`src/rtl/mem_stage_hs.sv`:
```
// MEM pipeline stage: holds one instruction between EX and WB, waits for the
// in-order data-SRAM response of loads/stores, extracts sub-word load data,
// buffers the response while WB stalls and discards responses owed to
// instructions killed by a flush.
module mem_stage_hs #(
    parameter  int XLEN            = 32,
    parameter  int PC_W            = 32,
    parameter  int MAX_OUTSTANDING = 2,
    localparam int ES2MS_W         = 11 + XLEN + PC_W,
    localparam int MS2WS_W         = 6 + XLEN + PC_W
) (
    input  logic               clk,
    input  logic               reset,
    input  logic               flush,
    output logic               ms_allowin,
    input  logic               es2ms_valid,
    input  logic [ES2MS_W-1:0] es2ms_bus,
    output logic               ms2ws_valid,
    input  logic               ws_allowin,
    output logic [MS2WS_W-1:0] ms2ws_bus,
    output logic [6+XLEN-1:0]  ms_rf_zip,
    output logic               ms_ld_pending,
    input  logic               data_sram_data_ok,
    input  logic [XLEN-1:0]    data_sram_rdata
);

    localparam int OFF_W = $clog2(XLEN / 8);
    localparam int CNT_W = $clog2(MAX_OUTSTANDING + 1);
    localparam logic [CNT_W-1:0] CNT_MAX = CNT_W'(MAX_OUTSTANDING);

    // Fields of the instruction offered by EX
    logic            w_in_req;
    logic            w_in_res;
    logic            w_in_sgn;
    logic [1:0]      w_in_size;
    logic            w_in_we;
    logic [4:0]      w_in_waddr;
    logic [XLEN-1:0] w_in_alu;
    logic [PC_W-1:0] w_in_pc;

    assign {w_in_req, w_in_res, w_in_sgn, w_in_size, w_in_we,
            w_in_waddr, w_in_alu, w_in_pc} = es2ms_bus;

    // Stage state
    logic             r_valid;
    logic             r_req_issued;
    logic             r_res_from_mem;
    logic             r_ld_signed;
    logic [1:0]       r_ld_size;
    logic             r_rf_we;
    logic [4:0]       r_rf_waddr;
    logic [XLEN-1:0]  r_alu_result;
    logic [PC_W-1:0]  r_pc;
    logic             r_buf_valid;
    logic [XLEN-1:0]  r_buf_data;
    logic [CNT_W-1:0] r_drop_cnt;

    logic            w_own_ok;
    logic            w_ready_go;
    logic            w_accept;
    logic            w_leave;
    logic            w_capture;
    logic            w_drop_inc;
    logic            w_drop_dec;
    logic [XLEN-1:0] w_mem_data;
    logic [XLEN-1:0] w_rf_wdata;

    // Shift the addressed bytes down, keep 8/16/32/64 bits and fill the rest
    // with zeros or the sign bit. A doubleword on a 32-bit core reads as zero.
    function automatic logic [XLEN-1:0] f_load_extract(
        input logic [XLEN-1:0]  data,
        input logic [OFF_W-1:0] off,
        input logic [1:0]       size,
        input logic             sgn
    );
        logic [XLEN-1:0] shifted;
        logic [XLEN-1:0] res;
        logic            fill;
        int              nbits;
        shifted = data >> {off, 3'b000};
        nbits   = 8 << size;
        res     = '0;
        case (size)
            2'd0:    fill = sgn & shifted[7];
            2'd1:    fill = sgn & shifted[15];
            2'd2:    fill = sgn & shifted[31];
            default: fill = sgn & shifted[XLEN-1];
        endcase
        if (nbits <= XLEN) begin
            for (int i = 0; i < XLEN; i++) begin
                res[i] = (i < nbits) ? shifted[i] : fill;
            end
        end
        return res;
    endfunction

    // Count of responses still owed to killed instructions; holds at the cap.
    function automatic logic [CNT_W-1:0] f_drop_next(
        input logic [CNT_W-1:0] cnt,
        input logic             inc,
        input logic             dec
    );
        logic [CNT_W-1:0] nxt;
        nxt = cnt;
        if (inc && !dec) begin
            nxt = (cnt == CNT_MAX) ? cnt : cnt + 1'b1;
        end else if (dec && !inc) begin
            nxt = cnt - 1'b1;
        end
        return nxt;
    endfunction

    // A response belongs to this entry only once every dropped one has drained
    assign w_own_ok   = data_sram_data_ok & (r_drop_cnt == '0);
    assign w_ready_go = ~r_req_issued | w_own_ok | r_buf_valid;
    assign ms_allowin = ~r_valid | (w_ready_go & ws_allowin);
    assign w_accept   = ms_allowin & ~flush & es2ms_valid;
    assign w_leave    = r_valid & w_ready_go & ws_allowin;
    assign w_capture  = w_own_ok & r_valid & r_req_issued & ~r_buf_valid & ~ws_allowin;
    assign w_drop_inc = flush & r_valid & r_req_issued & ~r_buf_valid & ~w_own_ok;
    assign w_drop_dec = data_sram_data_ok & (r_drop_cnt != '0);

    assign w_mem_data    = r_buf_valid ? r_buf_data : data_sram_rdata;
    assign w_rf_wdata    = r_res_from_mem
                         ? f_load_extract(w_mem_data, r_alu_result[OFF_W-1:0], r_ld_size, r_ld_signed)
                         : r_alu_result;
    assign ms2ws_valid   = r_valid & w_ready_go & ~flush;
    assign ms_ld_pending = r_valid & r_res_from_mem & ~w_ready_go;
    assign ms2ws_bus     = {r_rf_we, r_rf_waddr, w_rf_wdata, r_pc};
    assign ms_rf_zip     = {r_rf_we & r_valid, r_rf_waddr, w_rf_wdata};

    // Occupancy: flush empties the slot, otherwise refill whenever it can accept
    always_ff @(posedge clk) begin
        if (reset) begin
            r_valid <= 1'b0;
        end else if (flush) begin
            r_valid <= 1'b0;
        end else if (ms_allowin) begin
            r_valid <= es2ms_valid;
        end
    end

    // Instruction fields are captured only with a real accepted instruction
    always_ff @(posedge clk) begin
        if (reset) begin
            r_req_issued   <= 1'b0;
            r_res_from_mem <= 1'b0;
            r_ld_signed    <= 1'b0;
            r_ld_size      <= 2'd0;
            r_rf_we        <= 1'b0;
            r_rf_waddr     <= 5'd0;
            r_alu_result   <= '0;
            r_pc           <= '0;
        end else if (w_accept) begin
            r_req_issued   <= w_in_req;
            r_res_from_mem <= w_in_res;
            r_ld_signed    <= w_in_sgn;
            r_ld_size      <= w_in_size;
            r_rf_we        <= w_in_we;
            r_rf_waddr     <= w_in_waddr;
            r_alu_result   <= w_in_alu;
            r_pc           <= w_in_pc;
        end
    end

    // Hold the response while WB stalls; released when the entry leaves or dies
    always_ff @(posedge clk) begin
        if (reset) begin
            r_buf_valid <= 1'b0;
            r_buf_data  <= '0;
        end else if (flush || w_leave) begin
            r_buf_valid <= 1'b0;
        end else if (w_capture) begin
            r_buf_valid <= 1'b1;
            r_buf_data  <= data_sram_rdata;
        end
    end

    // Track responses still owed to instructions killed while waiting
    always_ff @(posedge clk) begin
        if (reset) begin
            r_drop_cnt <= '0;
        end else begin
            r_drop_cnt <= f_drop_next(r_drop_cnt, w_drop_inc, w_drop_dec);
        end
    end

endmodule

```
`config.mk`:
```
export PLATFORM = sky130hd
export DESIGN_NAME = mem_stage_hs
export DESIGN_NICKNAME = d
export VERILOG_FILES = /design/src/rtl/mem_stage_hs.sv
export SDC_FILE = /design/constraint.sdc
export NUM_CORES = 1
export LEC_CHECK = 0
export ABC_AREA = 1
export BUFFER_PORTS_ARGS = -buffer_cell sky130_fd_sc_hd__buf_2
export CORE_MARGIN = 2
export CORE_UTILIZATION = 42
export DETAILED_ROUTE_END_ITERATION = 7
export PLACE_DENSITY = 0.78
export SLEW_MARGIN = 20
export SYNTH_ARGS = -nofsm -noshare
export SYNTH_HDL_FRONTEND = slang
export SYNTH_SLANG_ARGS = --single-unit
export TNS_END_PERCENT = 100
```
`constraint.sdc`:
```
create_clock -name clk -period 3.7 [get_ports clk]
set_clock_uncertainty 0.2 [all_clocks]
set_input_delay 0.555 -clock clk [delete_from_list [all_inputs] [get_ports clk]]
set_output_delay 0.555 -clock clk [all_outputs]
set_load 0.005 [all_outputs]
```
### Word level (Yosys, flattened, before mapping)

Index checks and enable logic that the tools add are counted.

| storage, ports and cells | value |
|---|---|
| bits in registers | 111 |
| input bits | 113 |
| output and inout bits | 111 |
| word-level logic and storage cells | 137 |

| operators by class | value |
|---|---|
| add/sub/neg operators | 2 |
| $lt $le $gt $ge | 33 |
| eq/ne operators | 3 |
| shifts and indexed selects | 2 |
| mux-type cells | 39 |
| bitwise gates (word level) | 33 |
| reduce and logical (&&, ||, !) cells | 13 |

Operator list:

| operator | count |
|---|---|
| $lt 6x32->1 const A | 16 |
| $lt 5x32->1 const A | 8 |
| $lt 4x32->1 const A | 4 |
| $mux 32 | 3 |
| $lt 3x32->1 const A | 2 |
| $le 32x7->1 const B | 1 |
| $lt 1x32->1 const A | 1 |
| $lt 2x32->1 const A | 1 |
| $mux 1 | 32 |
| $shl 4x2->32 const A | 1 |
| $shr 32x5->32 | 1 |
| $and 1x1->1 | 22 |
| $not 1->1 | 8 |
| $mux 2 | 3 |
| $logic_not 2->1 | 2 |
| $reduce_and 2->1 | 2 |
| $reduce_bool 2->1 | 2 |
| $reduce_or 2->1 | 2 |
| $or 1x1->1 | 3 |
| $add 2x1->2 const B | 1 |
| $eq 2x1->1 const B | 1 |
| $eq 2x2->1 const B | 1 |
| $logic_and 1x1->1 | 2 |
| $logic_not 1->1 | 2 |
| 4 further kinds | 4 |

### Logic depth before layout (Yosys ltp)

Gate-level depths: netlist (run 1).

| logic depth | value |
|---|---|
| depth after elaboration | 9 |
| depth in mapped cells | 12 |
| gate-level depth less buffers | 10 |

### Worst setup path before layout (run 1)

No wires, ideal clock.

| timing | value |
|---|---|
| path kind | register to output |
| start | register r_alu_result[0] |
| end | output port ms_rf_zip[2] |
| arrival time | 1,470 ps |
| data required time | 2,945 ps |
| setup slack | 1,475 ps |
| cell stages (with the launch flop) | 11 |
| buffers on the path | 4 |
| path through | dfxtp_1 -> buf_2 -> inv_2 -> buf_4 -> buf_4 -> o211ai_1 -> o21ai_0 -> a21oi_1 -> o21ai_0 -> o21ai_0 -> buf_4 |

| on the way | value |
|---|---|
| longest elaborated chain between the ends | 6 |
| elaborated cells between the ends (all ways) | 8 |
| classes of those cells | 1 x shift; 4 x mux; 3 x bitwise |

Ends and longest elaborated chain:

| element | RTL line | text |
|---|---|---|
| start, declared | 52 | `logic [XLEN-1:0] r_alu_result;` |
| start signal, assigned | 161 | `r_alu_result <= w_in_alu;` |
| $shr 32x5->32 (*) | 80 | `shifted = data >> {off, 3'b000};` |
| $and 1x1->1 (on tied branches) | - |  |
| $pmux 1 s2 | 83 | `case (size)` |
| $mux 1 (*) | 91 | `res[i] = (i < nbits) ? shifted[i] : fill;` |
| $mux 32 (*) | 89 | `if (nbits <= XLEN) begin` |
| $mux 32 (*) | 125 | `? f_load_extract(w_mem_data, r_alu_result[OFF_W-1:0], r_ld_size, r_ld_signed)` |
| end, declared | 21 | `output logic [6+XLEN-1:0] ms_rf_zip,` |

Mark *: on every way between the ends. The rest lies on a longest branch, timed or not.

### Worst setup path after layout (run 1)

| timing | value |
|---|---|
| start | register r_buf_valid |
| end | output port ms2ws_bus[63] |

| on the way | value |
|---|---|
| longest elaborated chain between the ends | 7 |
| elaborated cells between the ends (all ways) | 9 |
| classes of those cells | 1 x shift; 5 x mux; 3 x bitwise |

Ends and longest elaborated chain:

| element | RTL line | text |
|---|---|---|
| start, declared | 54 | `logic r_buf_valid;` |
| start signal, assigned | 169 | `r_buf_valid <= 1'b0;` |
| start signal, assigned | 172 | `r_buf_valid <= 1'b0;` |
| start signal, assigned | 174 | `r_buf_valid <= 1'b1;` |
| $mux 32 (*) | 123 | `assign w_mem_data = r_buf_valid ? r_buf_data : data_sram_rdata;` |
| $shr 32x5->32 (*) | 80 |  |
| $and 1x1->1 (on tied branches) | - |  |
| $pmux 1 s2 | 83 |  |
| $mux 1 (*) | 91 |  |
| $mux 32 (*) | 89 |  |
| $mux 32 (*) | 125 |  |
| end, declared | 20 | `output logic [MS2WS_W-1:0] ms2ws_bus,` |

Marked as above.

==> out/results.txt, run 1 <==
Status - completed
Ports - 224
Clock latency on the worst-skew pair - 360 ps
ANT cells - 0
Placer Congestion - 0.891
Die Width - 126 um
Max_slew headroom - 46.1%
Routed Antenna Nets - 0
Vias per cell - 4.75
Placed Cells - 1337
Setup WS post-layout - 585 ps
Cell taking the most area after synthesis - dfxtp_1
Final Max Slew Viols - 0
Synth warn - 0
Critical Path AT - 2360 ps
# H-tree levels - 3
Top Family by Delay on Critical Path - simple AND/OR/NAND/NOR gates
P&R area growth vs syn - 17.3%
IO Port Bufs - 223
Syn_area_per_cell - 6.13 sq um
Initial Util - 42.9%
Dpl ws - 988 ps
Layout cells sized above 1 - 23.1%
Total power - 2.79 mW
Endpoint class of the critical path - output port
DPL Wire Length - 12400 um
Final TNS setup - 0 ps
Leak Pwr - 4.17 nW
Final net count - 1277
Final Hold Vio Count - 0
Worst Tran Pin Value - 809 ps
Syn Nets - 1131
Non-Filler Instances - 1353
Root Buffer - clkbuf_16
Fillcell total - 1554
Worst path max stage delay - 360 ps
Initial DRC Count - 328
Global-route wire length before repair - 27700 um
Clock transition at path regs - 80 ps
Die height - 126 um
Synth cell types - 26
Crit-path slowest cell - buf_4
Final setup vio count - 0
Power Density - 381 nW/um^2
Hold slack - 213 ps
RSZ-0062 raised after global routing - false
Post-CTS sizing - 0
Startpoint Class - flip-flop
Fmax - 321 MHz
Peak supply drop - 0.000213 V
# Max-Cap Violations - 0
Routed WL - 17300 um
WL per Instance - 12.8 um
Buffer and inverter count on the worst path - 3
Placed instance area - 7050 sq um
Most frequent CP cell - nand3_1
GRT Total Usage - 21.4%
CTS sink cnt - 111
Kind of critical path - reg2out
Hold_buf cts - 0
Die area - 15800 sq um
Drt first pass iters - 5
# rows - 44
Critical path peak fanout - 48
Post-route design area - 7320 sq um
Worst min path class - in2reg
CTS tree - yes
Synth Instances - 1018
DRC viols - 0
Setup Buffers After CTS - 0
Post-synth top area share - 35.6%
Max Buffers Root-to-Sink - 2
Core area - 14500 sq um
Post-synthesis sequential area ratio - 35.6%
Number of global-route vias before repair - 5717
Gr ovfl total - 0
Seq cells post-synth - 111
Mapped cell area - 6240 sq um
Largest net degree at the start of global routing - 78
Initial antenna violation count - 1
Final Cycle Share - 84.2%
CP required - 2940 ps
CP Cell Sequence - buf_4, inv_1, nand2_1, nand3_1, nand3_1, nand3_1, nand3_1, nand2_2, nand2_1, nand2_1, buf_2
Min Tclk post-route - 3120 ps
CTS Buf Count - 9
Post-Route Utilization - 50.4%
Largest cells by area after synthesis - dfxtp_1 36%, nand2_1 18%, nor2_1 11%
Total number of vias - 6432
-- registers in the layout, summed over array words and instances, names as in the netlist --
signal and flops:
r_alu_result 32, r_buf_data 32, r_buf_valid 1, r_drop_cnt 2, r_ld_signed 1, r_ld_size 2, r_pc 32, r_req_issued 1
r_res_from_mem 1, r_rf_waddr 5, r_rf_we 1, r_valid 1
-- cell usage after synthesis, drive strengths merged --
cell / number
nand2: 300
nor2: 175
inv: 122
dfxtp: 111
buf: 80
o21ai: 78
a21oi: 59
nand3: 48
clkbuf: 19
or2: 9
o211ai: 8
nand4: 3
o22ai: 2
a31oi: 1
clkinv: 1
nor3: 1
o2111a: 1
-- tightest hold or removal path, delay by kind of cell --
family                 cells  cell delay (ps)
AND/OR/NAND/NOR            2              110
buffers and inverters      1               70
-- power by group --
| part | switching [mW] | internal, mW |
|---|---|---|
| Sequential | 0.0358 | 1.25 |
| Combinational | 0.340 | 0.230 |
| Clock | 0.469 | 0.459 |
-- layer usage --
layer	share of wire (%)	GRT usage (%)	wire (um)
met5	0.093	0	16
met4	2.1	7.82	369
met3	6.8	4.59	1180
met2	45	34.2	7730
met1	46	28.4	7990
-- cell type report --
cell class                      instances  area (sq um)  area share (%)
Tap cell                              184           230            3.15
Clock inverter                          7          46.3           0.632
Timing Repair Buffer                  234          1210            16.5
Clock buffer                            9           225            3.08
Inverter                              123           463            6.32
Multi-Input combinational cell        685          2920            39.9
Sequential cell                       111          2220            30.4
-- layout by cell type (no fill, tap or decap), types with 2 or more instances in the layout --
cell / count
nand2_1: 299
buf_2: 223
nor2_1: 175
inv_1: 117
dfxtp_1: 111
o21ai_0: 72
a21oi_1: 58
nand3_1: 46
buf_4: 10
or2_2: 9
clkbuf_16: 9
o211ai_1: 8
o21ai_1: 6
clkinv_2: 5
inv_2: 4
nand3_2: 2
o22ai_1: 2
nand4_1: 2
inv_6: 2
-- final timing paths --
kind | start | to | slack [ps] | cells after the start
worst max-delay path | r_buf_valid$_SDFFE_PP0P_ | ms2ws_bus[63] | 580 | 11
worst min-delay path | es2ms_bus[15] | r_pc[15]$_SDFFE_PP0P_ | 210 | 3
worst max register to register | r_buf_valid$_SDFFE_PP0P_ | r_pc[7]$_SDFFE_PP0P_ | 1170 | 10
worst min register to register | r_alu_result[27]$_SDFFE_PP0P_ | r_alu_result[27]$_SDFFE_PP0P_ | 310 | 4
-- cell families after synthesis --
| logic type | after synthesis | synth area share [%] |
|---|---|---|
| flip-flops | 111 | 35.6 |
| AND/OR/NAND/NOR | 536 | 34.3 |
| buffers and inverters | 222 | 17.6 |
| AO/OA/AOI/OAI | 149 | 12.5 |
(Power assumes the default switching activity.)
==> inputs of run 2 (changes only) <==
==> constraint.sdc (replaced) <==
create_clock -name clk -period 3.25 [get_ports clk]
set_clock_uncertainty 0.2 [all_clocks]
set_input_delay 0.4875 -clock clk [delete_from_list [all_inputs] [get_ports clk]]
set_output_delay 0.4875 -clock clk [all_outputs]
set_load 0.005 [all_outputs]
==> out/results.txt, run 2 (same netlist as run 1, synthesis figures left out) <==
Min Tclk post-route - 2970 ps
Ports - 224
Clock latency on the worst-skew pair - 350 ps
Vias per cell - 4.74
GRT Total Usage - 21.4%
DPL Wire Length - 12500 um
Reg2Reg Setup Slack - 950 ps
Max_slew headroom - 55.4%
# rows - 44
Routed WL - 17400 um
CTS sink cnt - 111
Hold slack - 149 ps
Power Density - 433 nW/um^2
Post-CTS sizing - 0
Final setup vio count - 0
Global-route wire length before repair - 27800 um
Root Buffer - clkbuf_16
Total number of vias - 6423
End of the worst hold path - r_pc[0]$_SDFFE_PP0P_
RSZ-0062 raised after global routing - false
Layout cells sized above 1 - 23.3%
FF-to-FF Start - r_buf_valid$_SDFFE_PP0P_
Final Cycle Share - 91.3%
Largest net degree at the start of global routing - 75
Initial antenna violation count - 0
Post-route design area - 7340 sq um
WL per Instance - 12.8 um
Post-Route Utilization - 50.5%
Fillcell total - 1569
Routed Antenna Nets - 0
Status - completed
Startpoint Class - flip-flop
Setup Buffers After CTS - 0
# Max-Cap Violations - 0
Leak Pwr - 4.18 nW
Placer Congestion - 0.967
Drt first pass iters - 6
Gr ovfl total - 0
CTS Buf Count - 9
CP required - 2560 ps
Commonest cells after routing, fill and taps aside - 299 x nand2_1, 223 x buf_2, 175 x nor2_1, 117 x inv_1, 111 x dfxtp_1
CTS tree - yes
Hold Path Stages - 3
Largest regs - r_alu_result: 32 flops, r_buf_data: 32 flops, r_pc: 32 flops
Final TNS setup - 0 ps
Number of global-route vias before repair - 5783
Worst Tran Pin Value - 670 ps
Final net count - 1280
Critical path peak fanout - 47
Core area - 14500 sq um
Clock transition at path regs - 70 ps
Reg2reg path depth - 10
Metal3 WL - 1450 um
Reg area - 2220 sq um
Peak supply drop - 0.000252 V
Commonest non-fill, non-tap cell in the layout - nand2_1
Die Width - 126 um
DRC viols - 0
Min-delay src - es2ms_bus[0]
Met2 wire len - 7720 um
Worst min path class - in2reg
Placed instance area - 7070 sq um
R2r endpoint - r_pc[14]$_SDFFE_PP0P_
Die height - 126 um
Max Used Layer - met4
Fmax - 337 MHz
Final Hold Vio Count - 0
Endpoint class of the critical path - output port
Critical Path AT - 2280 ps
# H-tree levels - 3
Routed met1 length - 7900 um
Hold_buf cts - 0
Multi-input gate area - 2920 sq um
IO Port Bufs - 223
P&R area growth vs syn - 17.7%
ANT cells - 0
Max Buffers Root-to-Sink - 2
Initial Util - 42.9%
Final Max Slew Viols - 0
Total power - 3.18 mW
Die area - 15800 sq um
Initial DRC Count - 508
Kind of critical path - reg2out
## run 2: cell types whose count changed in the layout (fill, tap and decap cells not counted), sizes merged
| cell | delta |
|---|---|
| clkinvlp | +1 |
| inv | -1 |
| buf | +3 |
## run 2: worst max path at each step
| stage | startpoint | end | cells after the start |
|---|---|---|---|
| final | r_buf_valid$_SDFFE_PP0P_ | ms_rf_zip[21] | 10 |
| after global routing | r_buf_valid$_SDFFE_PP0P_ | ms2ws_bus[54] | 10 |
| after CTS | r_buf_valid$_SDFFE_PP0P_ | ms2ws_bus[53] | 10 |
| after detailed placement | r_buf_valid$_SDFFE_PP0P_ | ms2ws_bus[53] | 10 |
| after global placement | r_buf_valid$_SDFFE_PP0P_ | ms2ws_bus[53] | 10 |
| after floorplan | r_alu_result[0]$_SDFFE_PP0P_ | ms_rf_zip[2] | 10 |
## run 2: per-stage QoR
stage          cells  setup slack, ps
6_report        1356              282
5_1_grt         1356             9.30
4_1_cts         1356              268
3_5_place_dp    1340              665
3_3_place_gp    1340              712
2_1_floorplan   1018             1090
## run 2: layout make-up
| type | count | share of cell area (%) |
|---|---|---|
| multi-input combinational | 685 | 39.8 |
| sequential | 111 | 30.3 |
| timing repair buffer | 237 | 16.8 |
| inverter | 123 | 6.30 |
| tap | 184 | 3.13 |
| clock buffer | 9 | 3.07 |
| clock inverter | 7 | 0.664 |
## run 2: power by group
part	switching [mW]	leakage, nW	internal, mW	total, mW
registers	0.0378	0.909	1.43	1.47
clock network	0.533	0.136	0.522	1.06
logic	0.394	3.14	0.264	0.659
## run 2: critical path, stage by stage (launching register included)
cell and delay (ps):
dfxtp_1 330, buf_4 370, nand2_1 130, nand2_1 120, nand3_2 90, a21oi_2 150
nand3_1 100, nand2_2 270, nand2_1 130, nand2_1 110, buf_2 120
## run 2: layer usage
metal	global-route usage [%]	vias up
li1	-	3363
met4	6.66	0
met2	34.0	267
met1	29.1	2765
met5	0	-
met3	4.46	28
==> inputs of run 3 (changes only) <==
--- a/config.mk
+++ b/config.mk
@@ -7,10 +7,13 @@
 export LEC_CHECK = 0
 export ABC_AREA = 1
 export BUFFER_PORTS_ARGS = -buffer_cell sky130_fd_sc_hd__buf_2
+export CELL_PAD_IN_SITES_DETAIL_PLACEMENT = 1
+export CELL_PAD_IN_SITES_GLOBAL_PLACEMENT = 1
 export CORE_MARGIN = 2
-export CORE_UTILIZATION = 42
+export CORE_UTILIZATION = 34
 export DETAILED_ROUTE_END_ITERATION = 7
-export PLACE_DENSITY = 0.78
+export GPL_TIMING_DRIVEN = 0
+export PLACE_DENSITY = 0.91
 export SLEW_MARGIN = 20
 export SYNTH_ARGS = -nofsm -noshare
 export SYNTH_HDL_FRONTEND = slang
==> out/results.txt, run 3 (same netlist as run 1, synthesis figures left out) <==
Status - completed
Total power - 3.42 mW
Non-Filler Instances - 1486
CTS tree - yes
Clock transition at path regs - 80 ps
Placer Congestion - 0.915
Fmax - 322 MHz
Final net count - 1365
# Max-Cap Violations - 0
Critical path peak fanout - 10
Met3 Use GR - 4.78%
Final TNS setup - 0 ps
Post-route design area - 7960 sq um
CP Cell Sequence - buf_6, buf_6, o21ai_0, or2_2, nand3_1, a21oi_1, nand2_1, nand2_1, buf_4, buf_2
Die height - 139 um
Die area - 19500 sq um
Root Buffer - clkbuf_16
Clock latency on the worst-skew pair - 360 ps
Leak Pwr - 4.54 nW
# H-tree levels - 3
Worst min path class - in2reg
WL per Instance - 15.4 um
Kind of critical path - reg2out
P&R area growth vs syn - 27.5%
Initial DRC Count - 280
Initial Util - 34.7%
Worst Tran Pin Value - 742 ps
ANT cells - 0
# rows - 49
CP required - 2560 ps
Number of global-route vias before repair - 7329
Commonest non-fill, non-tap cell in the layout - nand2_1
Final Hold Vio Count - 0
Die Width - 139 um
Grt met2 use - 42.0%
CTS Buf Count - 9
Final Cycle Share - 95.5%
Peak supply drop - 0.000261 V
Global-route wire length before repair - 36900 um
Placed instance area - 7640 sq um
Layout cells sized above 1 - 26.7%
GRT Total Usage - 23.6%
Dpl ws - 368 ps
GRT busiest layer - met2
Setup Buffers After CTS - 0
Worst path max stage delay - 490 ps
Largest net degree at the start of global routing - 19
Post-CTS sizing - 1
RSZ-0062 raised after global routing - false
Final Max Slew Viols - 0
Gr ovfl total - 0
Fillcell total - 2535
Hold_buf cts - 0
CTS sink cnt - 111
Multi-input gate area - 2930 sq um
Final setup vio count - 0
Core area - 18000 sq um
Max Buffers Root-to-Sink - 2
Crit-path slowest cell - o21ai_0
Routed Antenna Nets - 0
DPL Wire Length - 18200 um
Total number of vias - 7062
Startpoint Class - flip-flop
Power Density - 429 nW/um^2
Met1 usage - 28.5%
Largest regs - r_alu_result: 32 flops, r_buf_data: 32 flops, r_pc: 32 flops
Min Tclk post-route - 3100 ps
Drt first pass iters - 4
Critical Path AT - 2420 ps
IO Port Bufs - 223
Routed WL - 23000 um
Max_slew headroom - 50.5%
Reg area - 2220 sq um
Ports - 224
Endpoint class of the critical path - output port
DRC viols - 0
Setup WS post-layout - 147 ps
Initial antenna violation count - 3
Vias per cell - 4.75
Placed Cells - 1470
Commonest cells after routing, fill and taps aside - 299 x nand2_1, 243 x buf_2, 175 x nor2_1, 118 x inv_1, 111 x dfxtp_1
-- run 3: power by group --
part	leakage [nW]	total [mW]	internal [mW]	switching [mW]
sequential	0.909	1.46	1.43	0.0345
clock	0.150	1.17	0.627	0.541
combinational	3.48	0.785	0.335	0.451
-- run 3: final timing paths --
path | to | cells after the start | start | slack, ps
worst min-delay path | r_pc[25]$_SDFFE_PP0P_ | 3 | es2ms_bus[25] | 140
worst min register to register | r_pc[29]$_SDFFE_PP0P_ | 4 | r_pc[29]$_SDFFE_PP0P_ | 310
worst max-delay path | ms_rf_zip[19] | 10 | r_buf_valid$_SDFFE_PP0P_ | 150
worst max register to register | r_buf_data[11]$_SDFFE_PP0P_ | 6 | r_buf_valid$_SDFFE_PP0P_ | 1290
-- run 3: layout make-up --
cell class              count  share of cell area (%)
multi-input cells         685                    36.8
flip-flops and latches    111                    27.9
repair buffers            223                    14.0
plain buffers              99                    8.02
inverters                 123                    5.80
well taps                 229                    3.60
clock buffers              11                    3.05
clock inverters             5                   0.818
-- run 3: worst max-delay path, delay by kind of cell (launching register included) --
family / cells / cell delay [ps]
AOI/OAI and AO/OA: 2 / 650
and+or+nand+nor: 4 / 530
buffers and inverters: 4 / 510
DFF: 1 / 370
-- run 3: stage by stage --
stage	hold WS, ps	util [%]
2_1_floorplan	286	-
3_3_place_gp	295	42.5
3_5_place_dp	303	42.5
4_1_cts	134	44.3
5_1_grt	142	44.3
6_report	141	44.3
-- run 3: per-layer routing --
metal	part of all wire [%]	vias to the layer above
li1	-	3535
met1	42	3284
met2	49	186
met3	5.7	51
met4	2.5	6
met5	0.20	-
